$ cat src/rtl/divider_arbiter_if.sv
// Bundle of requester, divider and result signals shared by the round-robin divider arbiter.
// The slave modport is the arbiter's view; master is the surrounding system (requesters plus divider).
interface divider_arbiter_if #(
  parameter int NUM_REQ = 4,
  parameter int N       = 5,
  parameter int M       = 3
) ();

  logic                 issue_en;
  logic [NUM_REQ-1:0]   req_valid;
  logic [NUM_REQ-1:0]   req_ready;
  logic [NUM_REQ*N-1:0] req_dividend;
  logic [NUM_REQ*M-1:0] req_divisor;

  logic                 div_data_rdy;
  logic [N-1:0]         div_dividend;
  logic [M-1:0]         div_divisor;
  logic                 div_res_rdy;
  logic [N-1:0]         div_merchant;
  logic [M-1:0]         div_remainder;

  logic [NUM_REQ-1:0]   res_valid;
  logic [N-1:0]         res_merchant;
  logic [M-1:0]         res_remainder;
  logic                 res_div0;
  logic                 busy;
  logic                 err_sticky;

  modport master (
    output issue_en, req_valid, req_dividend, req_divisor,
    output div_res_rdy, div_merchant, div_remainder,
    input  req_ready, div_data_rdy, div_dividend, div_divisor,
    input  res_valid, res_merchant, res_remainder, res_div0, busy, err_sticky
  );

  modport slave (
    input  issue_en, req_valid, req_dividend, req_divisor,
    input  div_res_rdy, div_merchant, div_remainder,
    output req_ready, div_data_rdy, div_dividend, div_divisor,
    output res_valid, res_merchant, res_remainder, res_div0, busy, err_sticky
  );

endinterface

$ cat src/rtl/divider_arbiter.sv
// Round-robin scheduler sharing one pipelined divider among NUM_REQ requesters; a tag pipe
// returns every result to its originator in issue order and flags divide-by-zero and protocol errors.
module divider_arbiter #(
  parameter int NUM_REQ = 4,
  parameter int N       = 5,
  parameter int M       = 3,
  parameter int LAT     = 5,
  parameter int ID_W    = 2
) (
  input  logic             clk,
  input  logic             reset,
  divider_arbiter_if.slave bus
);

  localparam int              CNT_W     = $clog2(LAT + 2);
  localparam logic [CNT_W-1:0] FLUSH_LEN = CNT_W'(LAT + 1);
  localparam logic [ID_W-1:0]  PTR_RST   = ID_W'(NUM_REQ - 1);

  logic [ID_W-1:0]    rrPtr_q, rrPtr_d;
  logic [ID_W-1:0]    hiId, loId, winnerId;
  logic               foundHi, foundLo, grant;
  logic [NUM_REQ-1:0] reqReady;
  logic [N-1:0]       selDividend;
  logic [M-1:0]       selDivisor;

  logic               issueValid_q, issueDz_q;
  logic [ID_W-1:0]    issueId_q;
  logic [N-1:0]       divDividend_q;
  logic [M-1:0]       divDivisor_q;

  logic [LAT-1:0]     tagV_q, tagDz_q;
  logic [ID_W-1:0]    tagId_q [LAT];

  logic [CNT_W-1:0]   flushCnt_q;
  logic               flushing, protoErr;

  logic [NUM_REQ-1:0] resValid_q, resValid_d;
  logic [N-1:0]       resMerchant_q, resMerchant_d;
  logic [M-1:0]       resRemainder_q, resRemainder_d;
  logic               resDiv0_q, resDiv0_d;
  logic               errSticky_q, errSticky_d;

  // Requesters above the pointer take precedence over those at or below it, giving an upward search with wrap.
  always_comb begin
    foundHi     = 1'b0;
    foundLo     = 1'b0;
    hiId        = '0;
    loId        = '0;
    selDividend = '0;
    selDivisor  = '0;
    for (int k = 0; k < NUM_REQ; k++) begin
      if (bus.req_valid[k]) begin
        if (ID_W'(k) > rrPtr_q) begin
          if (!foundHi) begin
            foundHi = 1'b1;
            hiId    = ID_W'(k);
          end
        end else if (!foundLo) begin
          foundLo = 1'b1;
          loId    = ID_W'(k);
        end
      end
    end
    winnerId = foundHi ? hiId : loId;
    grant    = bus.issue_en && !reset && (foundHi || foundLo);
    reqReady = '0;
    if (grant) begin
      reqReady = NUM_REQ'(1) << winnerId;
    end
    for (int k = 0; k < NUM_REQ; k++) begin
      if (ID_W'(k) == winnerId) begin
        selDividend = bus.req_dividend[k*N +: N];
        selDivisor  = bus.req_divisor[k*M +: M];
      end
    end
    rrPtr_d = grant ? winnerId : rrPtr_q;
  end

  always_ff @(posedge clk) begin
    if (reset) begin
      rrPtr_q       <= PTR_RST;
      issueValid_q  <= 1'b0;
      issueId_q     <= '0;
      issueDz_q     <= 1'b0;
      divDividend_q <= '0;
      divDivisor_q  <= '0;
    end else begin
      rrPtr_q      <= rrPtr_d;
      issueValid_q <= grant;
      if (grant) begin
        issueId_q     <= winnerId;
        issueDz_q     <= (selDivisor == '0);
        divDividend_q <= selDividend;
        divDivisor_q  <= selDivisor;
      end
    end
  end

  // The tag pipe is fed from the issue register so its tail lines up with the divider's result strobe.
  always_ff @(posedge clk) begin
    if (reset) begin
      tagV_q  <= '0;
      tagDz_q <= '0;
      for (int k = 0; k < LAT; k++) begin
        tagId_q[k] <= '0;
      end
    end else begin
      tagV_q[0]  <= issueValid_q;
      tagDz_q[0] <= issueDz_q;
      tagId_q[0] <= issueId_q;
      for (int k = 1; k < LAT; k++) begin
        tagV_q[k]  <= tagV_q[k-1];
        tagDz_q[k] <= tagDz_q[k-1];
        tagId_q[k] <= tagId_q[k-1];
      end
    end
  end

  // Reset loads the window length: the divider is not reset with us and may emit stale strobes meanwhile.
  always_ff @(posedge clk) begin
    if (reset) begin
      flushCnt_q <= FLUSH_LEN;
    end else if (flushing) begin
      flushCnt_q <= flushCnt_q - CNT_W'(1);
    end
  end

  assign flushing = (flushCnt_q != '0);
  assign protoErr = !flushing && (bus.div_res_rdy != tagV_q[LAT-1]);

  always_comb begin
    resValid_d     = '0;
    resMerchant_d  = resMerchant_q;
    resRemainder_d = resRemainder_q;
    resDiv0_d      = resDiv0_q;
    errSticky_d    = errSticky_q | protoErr;
    if (tagV_q[LAT-1]) begin
      resValid_d = NUM_REQ'(1) << tagId_q[LAT-1];
      if (tagDz_q[LAT-1]) begin
        resMerchant_d  = '1;
        resRemainder_d = '0;
        resDiv0_d      = 1'b1;
      end else begin
        resMerchant_d  = bus.div_merchant;
        resRemainder_d = bus.div_remainder;
        resDiv0_d      = 1'b0;
      end
    end
  end

  always_ff @(posedge clk) begin
    if (reset) begin
      resValid_q     <= '0;
      resMerchant_q  <= '0;
      resRemainder_q <= '0;
      resDiv0_q      <= 1'b0;
      errSticky_q    <= 1'b0;
    end else begin
      resValid_q     <= resValid_d;
      resMerchant_q  <= resMerchant_d;
      resRemainder_q <= resRemainder_d;
      resDiv0_q      <= resDiv0_d;
      errSticky_q    <= errSticky_d;
    end
  end

  assign bus.req_ready     = reqReady;
  assign bus.div_data_rdy  = issueValid_q;
  assign bus.div_dividend  = divDividend_q;
  assign bus.div_divisor   = divDivisor_q;
  assign bus.res_valid     = resValid_q;
  assign bus.res_merchant  = resMerchant_q;
  assign bus.res_remainder = resRemainder_q;
  assign bus.res_div0      = resDiv0_q;
  assign bus.err_sticky    = errSticky_q;
  assign bus.busy          = issueValid_q | (|tagV_q) | (|resValid_q);

endmodule

$ cat src/flat_wrapper.sv
// flat-port wrapper written by rule: the top's interface ports become plain ports
module divider_arbiter_flat 
#(
  parameter int NUM_REQ = 4,
  parameter int N       = 5,
  parameter int M       = 3,
  parameter int LAT     = 5,
  parameter int ID_W    = 2
)
  (clk, reset, bus_issue_en, bus_req_valid, bus_req_dividend, bus_req_divisor, bus_div_res_rdy, bus_div_merchant, bus_div_remainder, bus_req_ready, bus_div_data_rdy, bus_div_dividend, bus_div_divisor, bus_res_valid, bus_res_merchant, bus_res_remainder, bus_res_div0, bus_busy, bus_err_sticky);
  divider_arbiter_if #(.NUM_REQ(NUM_REQ), .N(N), .M(M)) bus_i ();
  input  logic clk;
  input  logic reset;
  input wire logic [$bits(bus_i.issue_en)-1:0] bus_issue_en;
  input wire logic [$bits(bus_i.req_valid)-1:0] bus_req_valid;
  input wire logic [$bits(bus_i.req_dividend)-1:0] bus_req_dividend;
  input wire logic [$bits(bus_i.req_divisor)-1:0] bus_req_divisor;
  input wire logic [$bits(bus_i.div_res_rdy)-1:0] bus_div_res_rdy;
  input wire logic [$bits(bus_i.div_merchant)-1:0] bus_div_merchant;
  input wire logic [$bits(bus_i.div_remainder)-1:0] bus_div_remainder;
  output wire logic [$bits(bus_i.req_ready)-1:0] bus_req_ready;
  output wire logic [$bits(bus_i.div_data_rdy)-1:0] bus_div_data_rdy;
  output wire logic [$bits(bus_i.div_dividend)-1:0] bus_div_dividend;
  output wire logic [$bits(bus_i.div_divisor)-1:0] bus_div_divisor;
  output wire logic [$bits(bus_i.res_valid)-1:0] bus_res_valid;
  output wire logic [$bits(bus_i.res_merchant)-1:0] bus_res_merchant;
  output wire logic [$bits(bus_i.res_remainder)-1:0] bus_res_remainder;
  output wire logic [$bits(bus_i.res_div0)-1:0] bus_res_div0;
  output wire logic [$bits(bus_i.busy)-1:0] bus_busy;
  output wire logic [$bits(bus_i.err_sticky)-1:0] bus_err_sticky;
  assign bus_i.issue_en = bus_issue_en;
  assign bus_i.req_valid = bus_req_valid;
  assign bus_i.req_dividend = bus_req_dividend;
  assign bus_i.req_divisor = bus_req_divisor;
  assign bus_i.div_res_rdy = bus_div_res_rdy;
  assign bus_i.div_merchant = bus_div_merchant;
  assign bus_i.div_remainder = bus_div_remainder;
  assign bus_req_ready = bus_i.req_ready;
  assign bus_div_data_rdy = bus_i.div_data_rdy;
  assign bus_div_dividend = bus_i.div_dividend;
  assign bus_div_divisor = bus_i.div_divisor;
  assign bus_res_valid = bus_i.res_valid;
  assign bus_res_merchant = bus_i.res_merchant;
  assign bus_res_remainder = bus_i.res_remainder;
  assign bus_res_div0 = bus_i.res_div0;
  assign bus_busy = bus_i.busy;
  assign bus_err_sticky = bus_i.err_sticky;
  divider_arbiter #(.NUM_REQ(NUM_REQ), .N(N), .M(M), .LAT(LAT), .ID_W(ID_W)) u_core (.clk(clk), .reset(reset), .bus(bus_i));
endmodule
$ cat config.mk
export PLATFORM = sky130hd
export DESIGN_NAME = divider_arbiter_flat
export DESIGN_NICKNAME = d
export VERILOG_FILES = /design/src/rtl/divider_arbiter_if.sv /design/src/rtl/divider_arbiter.sv /design/src/flat_wrapper.sv
export SDC_FILE = /design/constraint.sdc
export NUM_CORES = 1
export LEC_CHECK = 0
export BUFFER_PORTS_ARGS = -buffer_cell sky130_fd_sc_hd__clkbuf_2
export CAP_MARGIN = 20
export CORE_MARGIN = 2
export CORE_UTILIZATION = 49
export CTS_CLUSTER_SIZE = 16
export DETAILED_ROUTE_END_ITERATION = 7
export HOLD_SLACK_MARGIN = 0.06
export PLACE_DENSITY = 0.82
export SLEW_MARGIN = 20
export SYNTH_ARGS = -nofsm -noshare
export SYNTH_HDL_FRONTEND = slang
export SYNTH_SLANG_ARGS = --single-unit
$ cat constraint.sdc
create_clock -name clk -period 2 [get_ports clk]
set_input_delay 0.2 -clock clk [delete_from_list [all_inputs] [get_ports clk]]
set_output_delay 0.2 -clock clk [all_outputs]
set_load 0.005 [all_outputs]
### Word level (Yosys, flattened, before mapping)

Memories as Yosys holds them, arrays and structs flattened.
Cells that the tools add are included.

| operators by class | value |
|---|---|
| add/sub/neg operators | 1 |
| $mul | 0 |
| divide/modulo/power cells | 0 |
| $lt $le $gt $ge | 4 |
| equal/unequal tests | 4 |
| shifts and indexed selects | 2 |
| muxes and demuxes | 55 |
| bitwise gates (word level) | 9 |
| reduce and logical (&&, ||, !) cells | 12 |

Operators with widths:

| kind | number |
|---|---|
| 2-bit 2-to-1 mux | 22 |
| 5-bit 2-to-1 mux | 5 |
| 1-bit 2-to-1 mux | 22 |
| 3-bit 2-to-1 mux | 5 |
| 1-bit bitwise OR | 8 |
| 1-bit by 2-bit << shifter with 4-bit output, first input constant | 2 |
| 5-bit OR reduction | 1 |
| 2-bit == test, first input constant | 2 |
| 1-bit by 2-bit > comparator with 1-bit output, first input constant | 2 |
| 2-bit > comparator, first input constant | 2 |
| 4-bit 2-to-1 mux | 1 |
| 4-bit OR reduction | 1 |
| 1-bit logical AND | 3 |
| 3-bit zero test | 1 |
| 3-bit nonzero test | 1 |
| 3-bit by 1-bit subtractor with 3-bit output, second input constant | 1 |
| 1-bit by 2-bit == test with 1-bit output, first input constant | 1 |
| 1-bit zero test | 2 |
| 2-bit zero test | 1 |
| 2-bit OR reduction | 1 |
| 1-bit logical OR | 1 |
| 1-bit inequality test | 1 |
| 1-bit inverter | 1 |

| word-level totals | value |
|---|---|
| register bits after elaboration | 41 |
| latch bits | 0 |
| bits in writable memories | 10 |
| ROM bits | 0 |
| input bits | 48 |
| output and inout bits | 28 |
| logic and storage cells | 102 |
| memories kept | 1 |

Memory list:

| name | words | bits a word | rd ports | clocked after Yosys merged registers in | write ports | RTL line | source |
|---|---|---|---|---|---|---|---|
| u_core.tagId_q | 5 | 2 | 5 | 0 | 5 | divider_arbiter.sv:32 | `logic [ID_W-1:0] tagId_q [LAT];` |

### Logic depth before layout (Yosys ltp)

Gate-level depths: netlist of the first run.

| logic depth | value |
|---|---|
| depth after elaboration | 19 |
| mapped depth | 8 |
| depth with buffers taken out | 6 |

### Worst setup path after synthesis of the first run

OpenSTA, ideal clock, no wires.

| path | value |
|---|---|
| kind | register to register |
| start | register u_core.rrPtr_q[1] |
| end | register u_core.issueDz_q |
| setup time | 117 ps |
| arrival | 1536 ps |
| path slack | 347 ps |
| cell stages (with the launch flop) | 9 |
| buffers on the path | 2 |
| clock period less this slack | 1653 ps |
| cells stage by stage | dfxtp_1 buf_4 mux2i_1 o22a_1 o21a_1 buf_4 a21oi_1 a22o_1 a32o_1 |

| on the way | value |
|---|---|
| longest elaborated chain between the ends | 19 |
| elaborated cells between the ends (all ways) | 50 |
| those cells by class | order compare: 4; eq/ne: 3; mux: 39; reduce/logical: 4 |

RTL lines:

| item | RTL line | source |
|---|---|---|
| start, declared | divider_arbiter.sv:19 | `logic [ID_W-1:0] rrPtr_q, rrPtr_d;` |
| start signal, assigned | divider_arbiter.sv:88 | `rrPtr_q <= rrPtr_d;` |
| 1-bit by 2-bit > comparator with 1-bit output | divider_arbiter.sv:53 | `if (ID_W'(k) > rrPtr_q) begin` |
| 1-bit 2-to-1 mux | divider_arbiter.sv:53 |  |
| 1-bit 2-to-1 mux | divider_arbiter.sv:52 | `if (bus.req_valid[k]) begin` |
| 1-bit 2-to-1 mux (on tied branches) | divider_arbiter.sv:58, divider_arbiter.sv:54 |  |
| 2-bit 2-to-1 mux | divider_arbiter.sv:53 |  |
| 2-bit 2-to-1 mux | divider_arbiter.sv:52 |  |
| 2-bit 2-to-1 mux (on tied branches) | divider_arbiter.sv:58, divider_arbiter.sv:54 |  |
| 2-bit 2-to-1 mux | divider_arbiter.sv:53 |  |
| 2-bit 2-to-1 mux | divider_arbiter.sv:52 |  |
| 2-bit 2-to-1 mux (on tied branches) | divider_arbiter.sv:58, divider_arbiter.sv:54 |  |
| 2-bit 2-to-1 mux | divider_arbiter.sv:53 |  |
| 2-bit 2-to-1 mux | divider_arbiter.sv:52 |  |
| 2-bit 2-to-1 mux | divider_arbiter.sv:64 | `winnerId = foundHi ? hiId : loId;` |
| 2-bit zero test | divider_arbiter.sv:71 | `if (ID_W'(k) == winnerId) begin` |
| 3-bit 2-to-1 mux (4 in a row) | divider_arbiter.sv:71 |  |
| 3-bit zero test | divider_arbiter.sv:92 | `issueDz_q <= (selDivisor == '0);` |
| end signal, assigned | divider_arbiter.sv:92 |  |
| end, declared | divider_arbiter.sv:26 | `logic issueValid_q, issueDz_q;` |

Several ways; a longest one is shown, not always the timed one.
A chain may end at the register's enable or synchronous reset.

### Final worst setup path of the first run

| path | value |
|---|---|
| start | register u_core.rrPtr_q[1] |
| end | output bus_req_ready[3] |

| on the way | value |
|---|---|
| longest elaborated chain between the ends | 15 |
| elaborated cells between the ends (all ways) | 43 |
| those cells by class | order compare: 4; shift: 1; mux: 36; reduce/logical: 2 |

RTL lines:

| item | RTL line | source |
|---|---|---|
| 1-bit by 2-bit > comparator with 1-bit output | divider_arbiter.sv:53 |  |
| 1-bit 2-to-1 mux | divider_arbiter.sv:53 |  |
| 1-bit 2-to-1 mux | divider_arbiter.sv:52 |  |
| 1-bit 2-to-1 mux (on tied branches) | divider_arbiter.sv:58, divider_arbiter.sv:54 |  |
| 2-bit 2-to-1 mux | divider_arbiter.sv:53 |  |
| 2-bit 2-to-1 mux | divider_arbiter.sv:52 |  |
| 2-bit 2-to-1 mux (on tied branches) | divider_arbiter.sv:58, divider_arbiter.sv:54 |  |
| 2-bit 2-to-1 mux | divider_arbiter.sv:53 |  |
| 2-bit 2-to-1 mux | divider_arbiter.sv:52 |  |
| 2-bit 2-to-1 mux (on tied branches) | divider_arbiter.sv:58, divider_arbiter.sv:54 |  |
| 2-bit 2-to-1 mux | divider_arbiter.sv:53 |  |
| 2-bit 2-to-1 mux | divider_arbiter.sv:52 |  |
| 2-bit 2-to-1 mux | divider_arbiter.sv:64 |  |
| 1-bit by 2-bit << shifter with 4-bit output | divider_arbiter.sv:68 | `reqReady = NUM_REQ'(1) << winnerId;` |
| 4-bit 2-to-1 mux * | divider_arbiter.sv:67 | `if (grant) begin` |
| end, declared | flat_wrapper.sv:21 | `output wire logic [$bits(bus_i.req_ready)-1:0] bus_req_ready;` |

Mark *: on every way between the ends. The rest lies on a longest branch, timed or not.

==> results of run 1 <==
metal layers:
layer | wire [um] | global-route usage (%)
met1 | 1990 | 23.9
met2 | 2010 | 30.6
met3 | 367 | 4.07
met4 | 93 | 8.97
met5 | 0 | 0
cell usage after synthesis (all sizes together), types with 2 or more instances:
master / count / area (um^2)
nor4: 2 / 12.5
nand3: 2 / 10.0
nor3: 6 / 30.0
nor2b: 26 / 163
a21o: 5 / 37.5
mux2i: 3 / 30.0
dfxtp: 51 / 1020
o21bai: 2 / 15.0
nand2: 19 / 71.3
buf: 9 / 76.3
nor2: 25 / 93.8
o21ai: 4 / 23.8
nor3b: 2 / 15.0
o22ai: 6 / 37.5
inv: 6 / 25.0
nand2b: 5 / 31.3
o221ai: 4 / 35.0
clkbuf: 5 / 18.8
o31ai: 2 / 15.0
a22o: 2 / 17.5
o22a: 2 / 17.5
a21oi: 11 / 58.8
xnor2: 2 / 17.5
a31oi: 5 / 37.5
ha: 2 / 25.0
a21boi: 2 / 18.8
o21a: 2 / 15.0
nand3b: 2 / 15.0
final timing paths:
check | to | startpoint | depth (start not counted) | slack [ns]
max | bus_req_ready[3] | u_core.rrPtr_q[1] | 6 | 0.12
min | u_core.bus.res_remainder[1] | bus_div_remainder[1] | 3 | 0.13
max reg2reg | u_core.issueDz_q | u_core.rrPtr_q[0] | 6 | 0.31
min reg2reg | u_core.tagId_q[0][9] | u_core.tagId_q[0][7] | 1 | 0.44
through the flow:
step	setup slack [ns]	area, um^2	std cells	hold slack [ns]	util [%]
finish	0.117	2620	351	0.128	64.2
global route	0.00812	2620	351	0.133	64.2
CTS	0.0475	2620	351	0.116	64.0
detailed placement	0.198	2500	343	0.427	61.2
global placement	0.249	2500	343	0.417	61.2
floorplan	0.347	2120	227	0.339	-
state kept, by name (all words and copies together) (netlist names):
signal                    cells
u_core.bus.res_merchant       5
u_core.bus.div_data_rdy       1
u_core.bus.div_dividend       5
u_core.tagV_q                 5
u_core.rrPtr_q                2
u_core.bus.res_valid          4
u_core.tagDz_q                5
u_core.issueId_q              2
u_core.flushCnt_q             3
u_core.bus.res_div0           1
u_core.bus.div_divisor        3
u_core.tagId_q               10
u_core.bus.err_sticky         1
u_core.bus.res_remainder      3
u_core.issueDz_q              1
power by group:
part           switching (uW)  total (uW)  internal [uW]
sequential               28.6        1090           1060
clock                     330         702            372
combinational             176         334            158
area by class of cell:
| cell class | instances | share of cell area [%] |
|---|---|---|
| Timing Repair Buffer | 80 | 15.7 |
| Tap cell | 50 | 2.38 |
| Sequential cell | 51 | 39.1 |
| Clock inverter | 3 | 1.67 |
| Multi-Input combinational cell | 156 | 37.6 |
| Clock buffer | 5 | 2.62 |
| Inverter | 6 | 0.954 |
kinds of logic after synthesis:
| family | synth area share [%] |
|---|---|
| compound gates | 20.0 |
| xor+xnor | 0.826 |
| fa+ha+maj | 1.18 |
| buf+inv | 5.66 |
| flops | 48.1 |
| mux | 1.95 |
| simple gates | 22.2 |
critical path: stages, from the launching register on:
cell and delay, ns:
dfxtp_4 0.39, mux2i_1 0.12, o22a_1 0.22, o21a_2 0.16
buf_4 0.17, nor3_1 0.19, clkbuf_2 0.14
==> out/results.ini, run 1 <==
[logic_synthesis]
synth.distinct_cells=50
syn-num-nets=277
synth_top_flop_cell=dfxtp_1
syn_area_per_cell_um2=9.34
ys_ff_latch=51
ys_warn_count=0
syn_area_mm2=0.00212
yosysSeqAreaShare_pct=48.1
synth-edff-count=0
async_flop_share_pct=0
syn_inst=227

[timing]
tns_ns=0
period_share_pct=94.2
setup_viol=0
finClkSkew_ns=0.00429
fin_crit_ns=1.88
fmax_mhz=531
tightest_slew_ns=0.491
finalHoldViolCount=0
rsz0062_at_grt=false
slew_headroom_pct=67.2
slew_violations=0

[place]
io_buffer_count=75
gp_congestion=0.882
dp_hpwl_mm=3.38

[die]
num_rows=23
die-area_mm2=0.00487
coreArea_mm2=0.00409
ios=76
die_w_um=69.8
start_util_pct=51.9
die_y_um=69.8

[cells_and_area]
area.growth.synth_to_final_pct=23.7
seq_area_mm2=0.00102
mostFrequentLayoutCells=clkbuf_2 (75), dfxtp_1 (50), nor2b_1 (26)
diodes=0
layout.nets=350
final_common_cell=clkbuf_2
nFillCells=366
drive_above_1_share_pct=33.2
multi_input_area_um2=986

[grt]
grt_pass1_wl_mm=7.51
grt_usage_pct=18.9
overflow=0
grt_pass1_vias=1698
grt_max_degree=45
antenna_found_initial=0

[clock_network]
cts_setup_buffers=0
ctsResizeCount=1
cts_max_level=2
clock-sinks=51
cts_hold_buf=0
clock_path_buffers=2
clock_latency_ns=0.30
cts_root_buf=clkbuf_8
numCtsBuffers=5
cts_tree=yes
clk_pin_slew_ns=0.09

[detailed_routing]
dr_total_vias=1835
first_pass_iters=4
drt-initial-drc-count=100
wl_per_cell_um=12.7
routed_wl_mm=4.47
drc=0
postRouteAntennaNets=0
via_per_inst=5.23

[worst_setup_path]
cp_max_fo=11
crit_required_ns=1.80
worstSetupStartpointType=register
crit_type=register to primary output
worstPathArrival_ns=1.68
end_kind=primary output

[worst_hold_path]
hold_class=input pin to register

[power_and_ir_drop]
leakagePower_uw=0.00125
p_total_uw=2120
peakVddDrop_mv=0.335
p_per_area_mw_per_mm2=810

[outcome]
status=completed

[flow_run]
cap_violations=0

(Power assumes the default switching activity.)
==> run 2, diff against run 1 <==
--- a/config.mk
+++ b/config.mk
@@ -8,11 +8,12 @@
 export BUFFER_PORTS_ARGS = -buffer_cell sky130_fd_sc_hd__clkbuf_2
 export CAP_MARGIN = 20
 export CORE_MARGIN = 2
-export CORE_UTILIZATION = 49
+export CORE_UTILIZATION = 44
 export CTS_CLUSTER_SIZE = 16
 export DETAILED_ROUTE_END_ITERATION = 7
 export HOLD_SLACK_MARGIN = 0.06
-export PLACE_DENSITY = 0.82
+export PLACE_DENSITY = 0.78
+export REMOVE_ABC_BUFFERS = 1
 export SLEW_MARGIN = 20
 export SYNTH_ARGS = -nofsm -noshare
 export SYNTH_HDL_FRONTEND = slang
==> constraint.sdc (replaced) <==
create_clock -name clk -period 1.7 [get_ports clk]
set_input_delay 0.17 -clock clk [delete_from_list [all_inputs] [get_ports clk]]
set_output_delay 0.17 -clock clk [all_outputs]
set_load 0.005 [all_outputs]
==> run 2 against run 1 <==
Compared with the run above: the run now ends with setup timing left; critical path depth grew 1; first-iteration DRC count is 27% lower; non-clock buffer count rose by 21; worst hold slack worse by 0.031 ns; global-route usage decreased by 0.36 points; critical path type unchanged.
==> out/results.ini, run 2 (synthesized netlist as in run 1, its figures left out) <==
[grt]
grt_max_degree=45  ; unchanged
grt_pass1_wl_mm=7.75  ; was 7.51 mm
overflow=0  ; unchanged
grt_pass1_vias=1741  ; was 1698
antenna_found_initial=0  ; unchanged
grt_usage_pct=18.5  ; was 18.9%

[power_and_ir_drop]
swShare_pct=25.4  ; was 25.2%
leakagePower_uw=0.00136  ; was 0.00125 uW
p_clk_share_pct=30.9  ; was 33.0%
comb_power_share_pct=20.2  ; was 15.7%
intPower_uw=1950  ; was 1590 uW
p_per_area_mw_per_mm2=916  ; was 810 mW/mm^2
switching_power_uw=665  ; was 535 uW
peakVddDrop_mv=0.383  ; was 0.335 mV
pwr-share-seq_pct=48.9  ; was 51.2%

[worst_setup_path]
slowest_stage=dfxtp_4  ; unchanged
worstSetupStartpointType=register  ; unchanged
worstPathArrival_ns=1.62  ; was 1.68 ns
worstPathCellList=buf_6 -> nand2_1 -> o22a_1 -> and2_4 -> buf_6 -> nor3_2 -> buf_2  ; was mux2i_1 -> o22a_1 -> o21a_2 -> buf_4 -> nor3_1 -> clkbuf_2
crit_required_ns=1.53  ; was 1.80 ns
path_common_cell=buf_6
cp_max_fo=6  ; was 11
crit_path_max_incr_delay_ns=0.40  ; was 0.39 ns
crit_type=register to primary output  ; unchanged
end_kind=primary output  ; unchanged

[place]
gp_congestion=0.873  ; was 0.882
dp_hpwl_mm=3.49  ; was 3.38 mm
post_dp_cell_area_mm2=0.00254  ; was 0.00250 mm^2
io_buffer_count=75  ; unchanged
pre_cts_ws_ns=-0.0730  ; was 0.198 ns

[clock_network]
cts_max_level=2  ; unchanged
cts_tree=yes  ; unchanged
clock_latency_ns=0.30  ; about the same
numCtsBuffers=5  ; unchanged
cts_root_buf=clkbuf_8  ; unchanged
clk_pin_slew_ns=0.09  ; about the same
clock_path_buffers=2  ; unchanged
clock-sinks=51  ; unchanged

[detailed_routing]
routed_wl_mm=5.12  ; was 4.47 mm
drc=0  ; unchanged
first_pass_iters=5  ; was 4
via_per_inst=5.21  ; was 5.23
wl_per_cell_um=13.6  ; was 12.7 um
drt-initial-drc-count=73  ; was 100
postRouteAntennaNets=0  ; unchanged
dr_total_vias=1952  ; was 1835

[timing]
fin_ws_ns=-0.0913  ; was 0.117 ns
hold_slack_ns=0.0965  ; was 0.128 ns
tightest_slew_ns=0.477  ; was 0.491 ns
slew_headroom_pct=68.1  ; was 67.2%
tns_ns=-0.274  ; was 0 ns
slew_violations=0  ; unchanged
period_share_pct=105
finClkSkew_ns=0.00651  ; was 0.00429 ns
fmax_mhz=558
finalHoldViolCount=0  ; unchanged
setup_viol=5  ; was 0
rsz0062_at_grt=true  ; was false
fin_crit_ns=1.79

[cells_and_area]
mostFrequentLayoutCells=clkbuf_2 (73), dfxtp_1 (49), nor2b_1 (26)  ; was clkbuf_2 (75), dfxtp_1 (50), nor2b_1 (26)
area.growth.synth_to_final_pct=34.6  ; was 23.7%
largest_register=u_core.tagId_q  ; unchanged
fin_area_mm2=0.00286  ; was 0.00262 mm^2
diodes=0  ; unchanged
final_common_cell=clkbuf_2  ; unchanged
drive_above_1_share_pct=40.2  ; was 33.2%
layout.nets=371  ; was 350
nFillCells=395  ; was 366
largest_register_ffs=10  ; unchanged

[outcome]
status=finished, violations left  ; was completed
violations=setup timing

[worst_hold_path]
hold_class=input pin to register  ; unchanged

[die]
num_rows=25  ; was 23
die_y_um=73.4  ; was 69.8 um
die_w_um=73.4  ; was 69.8 um
ios=76  ; unchanged
die-area_mm2=0.00539  ; was 0.00487 mm^2
start_util_pct=45.2  ; was 51.9%
coreArea_mm2=0.00469  ; was 0.00409 mm^2

[flow_run]
cap_violations=0  ; unchanged

==> run 2: path summary, 6_finish.rpt <==
kind / startpoint / to / slack (ns) / cells past startpoint
min: bus_div_remainder[0] / u_core.bus.res_remainder[0] / 0.1 / 3
min reg2reg: u_core.tagId_q[0][5] / u_core.tagId_q[0][7] / 0.44 / 1
max reg2reg: u_core.rrPtr_q[1] / u_core.issueDz_q / -0.04 / 8
max: u_core.rrPtr_q[1] / bus_req_ready[1] / -0.09 / 7
==> run 2: what timing repair did <==
action / in CTS / in global routing
pin swaps: 12 / 7
resized for setup: 17 / 9
buffers inserted: 9 / 9
hold endpoints to repair: 0 / 0
hold buffers: 0 / 0
setup endpoints to repair: 11 / 11
==> run 2: worst max-delay path, delay by kind of cell (launching register included) <==
family,cells,cell delay [ns]
AOI/OAI and AO/OA,1,0.19
buffers and inverters,3,0.37
and+or+nand+nor,3,0.36
DFF,1,0.40
==> run 2: power groups by stage <==
stage	clock network, uW	registers (uW)	logic [uW]
after global routing	875	1290	577
after global placement	0	1300	393
after floorplan	0	1300	217
after CTS	829	1280	464
final	809	1280	528
after detailed placement	0	1310	402
==> run 2: metrics by stage <==
stage,std cells,util [%],total power (uW)
after floorplan,213,-,1520
after global placement,351,54.1,1700
after detailed placement,351,54.1,1710
after CTS,366,58.7,2570
after global routing,375,60.9,2740
final,375,60.9,2620
==> run 2: area by class of cell <==
type                    instances  area [um^2]  area share, %
multi-input cells             156         1030           36.2
flip-flops and latches         51         1030           36.0
repair buffers                101          593           20.8
clock buffers                   5         68.8           2.41
well taps                      54         67.6           2.37
clock inverters                 2         37.5           1.31
inverters                       6         25.0          0.876
==> run 2: routing by layer <==
layer	GRT usage, %	part of all wire [%]	vias up
met3	5.62	6.6	14
li1	-	-	967
met4	5.05	2.0	0
met5	0	0	-
met1	22.8	43	893
met2	31.5	48	78
==> run 3, diff against run 2 <==
--- a/config.mk
+++ b/config.mk
@@ -11,9 +11,11 @@
 export CORE_UTILIZATION = 44
 export CTS_CLUSTER_SIZE = 16
 export DETAILED_ROUTE_END_ITERATION = 7
+export GPL_ROUTABILITY_DRIVEN = 0
 export HOLD_SLACK_MARGIN = 0.06
 export PLACE_DENSITY = 0.78
 export REMOVE_ABC_BUFFERS = 1
+export SKIP_LAST_GASP = 1
 export SLEW_MARGIN = 20
 export SYNTH_ARGS = -nofsm -noshare
 export SYNTH_HDL_FRONTEND = slang
==> run 3 against run 2 <==
Compared with the run above: the run still ends with setup timing left; flip-flop and latch count unchanged; combinational power about the same; sequential power hardly changed; first-iteration DRC count down 11%; sequential share of layout area is essentially flat; utilization shrank 0.080 points; worst setup slack improved by 0.0021 ns.
==> out/results.ini, run 3 (synthesized netlist as in run 1, its figures left out) <==
[outcome]
status=finished, violations left  ; unchanged
violations=setup timing  ; unchanged

[detailed_routing]
via_per_inst=5.18  ; was 5.21
wl_per_cell_um=13.5  ; was 13.6 um
drc=0  ; unchanged
first_pass_iters=4  ; was 5
routed_wl_mm=5.06  ; was 5.12 mm
dr_total_vias=1941  ; was 1952
drt-initial-drc-count=65  ; was 73
postRouteAntennaNets=0  ; unchanged

[clock_network]
clock_latency_ns=0.30  ; about the same
cts_hold_buf=0  ; unchanged
clock_path_buffers=2  ; unchanged
cts_root_buf=clkbuf_8  ; unchanged
cts_tree=yes  ; unchanged
clock-sinks=51  ; unchanged
numCtsBuffers=5  ; unchanged
cts_max_level=2  ; unchanged
clk_pin_slew_ns=0.09  ; about the same

[worst_hold_path]
hold_class=input pin to register  ; unchanged

[grt]
grt_pass1_wl_mm=7.75  ; unchanged
grt_pass1_vias=1741  ; unchanged
overflow=0  ; unchanged
antenna_found_initial=0  ; unchanged
grt_usage_pct=18.5  ; unchanged
grt_max_degree=45  ; unchanged

[timing]
fin_ws_ns=-0.0892  ; was -0.0913 ns
period_share_pct=105  ; about the same
tightest_slew_ns=0.475  ; was 0.477 ns
rsz0062_at_grt=true  ; unchanged
fmax_mhz=559  ; was 558 MHz
slew_violations=0  ; unchanged
setup_viol=5  ; unchanged
fin_crit_ns=1.79  ; about the same
slew_headroom_pct=68.2  ; was 68.1%
finalHoldViolCount=0  ; unchanged
finClkSkew_ns=0.00709  ; was 0.00651 ns

[place]
numPlacedInstances=351  ; unchanged
post_dp_cell_area_mm2=0.00254  ; unchanged
dp_hpwl_mm=3.49  ; unchanged
io_buffer_count=75  ; unchanged
pre_cts_ws_ns=-0.0730  ; unchanged

[cells_and_area]
area.growth.synth_to_final_pct=34.5  ; was 34.6%
fin_cells=375  ; unchanged
final_common_cell=clkbuf_2  ; unchanged
mostFrequentLayoutCells=clkbuf_2 (73), dfxtp_1 (49), nor2b_1 (26)  ; unchanged
drive_above_1_share_pct=39.9  ; was 40.2%
layout.nets=371  ; unchanged
largest_register=u_core.tagId_q  ; unchanged
largest_register_ffs=10  ; unchanged
nFillCells=397  ; was 395
fin_area_mm2=0.00285  ; was 0.00286 mm^2
diodes=0  ; unchanged

[worst_setup_path]
crit_type=register to primary output  ; unchanged
crit_required_ns=1.53  ; about the same
worstSetupStartpointType=register  ; unchanged
cp_max_fo=6  ; unchanged
worstPathArrival_ns=1.62  ; about the same
end_kind=primary output  ; unchanged

[die]
coreArea_mm2=0.00469  ; unchanged
die_w_um=73.4  ; unchanged
die-area_mm2=0.00539  ; unchanged
ios=76  ; unchanged
num_rows=25  ; unchanged
start_util_pct=45.2  ; unchanged
die_y_um=73.4  ; unchanged

[flow_run]
cap_violations=0  ; unchanged

[power_and_ir_drop]
p_per_area_mw_per_mm2=918  ; was 916 mW/mm^2
leakagePower_uw=0.00136  ; about the same
peakVddDrop_mv=0.382  ; was 0.383 mV

-- run 3: cell count changes in the layout (fill, tap and decap cells not counted) --
cell     change
o21ai_1      +1
o21ai_2      -1
-- run 3: critical path, cell delays in order, from the launching register on --
cell	delay, ns
dfxtp_4	0.40
buf_6	0.11
nand2_1	0.04
o22a_1	0.19
and2_4	0.16
buf_6	0.12
nor3_2	0.15
buf_2	0.13
-- run 3: cell type report --
type	count	area, um^2	share of cell area [%]
timing repair buffer	101	593	20.8
sequential	51	1030	36.1
clock buffer	5	68.8	2.41
tap	54	67.6	2.37
multi-input combinational	156	1030	36.2
inverter	6	25.0	0.878
clock inverter	2	37.5	1.32
-- run 3: stage by stage --
stage / TNS [ns] / utilization (%) / hold slack (ns) / power (uW)
final: -0.267 / 60.8 / 0.0936 / 2620
after global routing: -1.61 / 60.8 / 0.110 / 2740
after CTS: -0.109 / 58.7 / 0.0867 / 2570
after detailed placement: -0.212 / 54.1 / 0.404 / 1710
after global placement: 0 / 54.1 / 0.400 / 1700
after floorplan: -0.0363 / - / 0.239 / 1520
-- run 3: layer usage --
layer  global-route usage, %  vias to the layer above  routed length, um
li1                        -                      970                  -
met1                    22.8                      893               2260
met2                    31.5                       66               2420
met3                    5.62                       12                297
met4                    5.05                        0                 75
met5                       0                        -                  0
-- run 3: where the power goes --
| part | internal (uW) | switching (uW) |
|---|---|---|
| combinational | 274 | 251 |
| sequential | 1250 | 32.7 |
| clock | 430 | 382 |
-- run 3: what timing repair did --
action	in CTS	in global routing
setup endpoints to repair	11	11
gates cloned	0	0
setup buffers	9	9
resized for setup	17	8
pin swaps	12	6
-- run 3: path summary, 6_finish.rpt --
path	end	slack, ns	cells past startpoint	start
setup / recovery	bus_req_ready[1]	-0.09	7	u_core.rrPtr_q[1]
hold / removal	u_core.bus.res_remainder[0]	0.09	3	bus_div_remainder[0]
setup reg to reg	u_core.issueDz_q	-0.04	8	u_core.rrPtr_q[1]
hold reg to reg	u_core.tagId_q[0][7]	0.44	1	u_core.tagId_q[0][5]
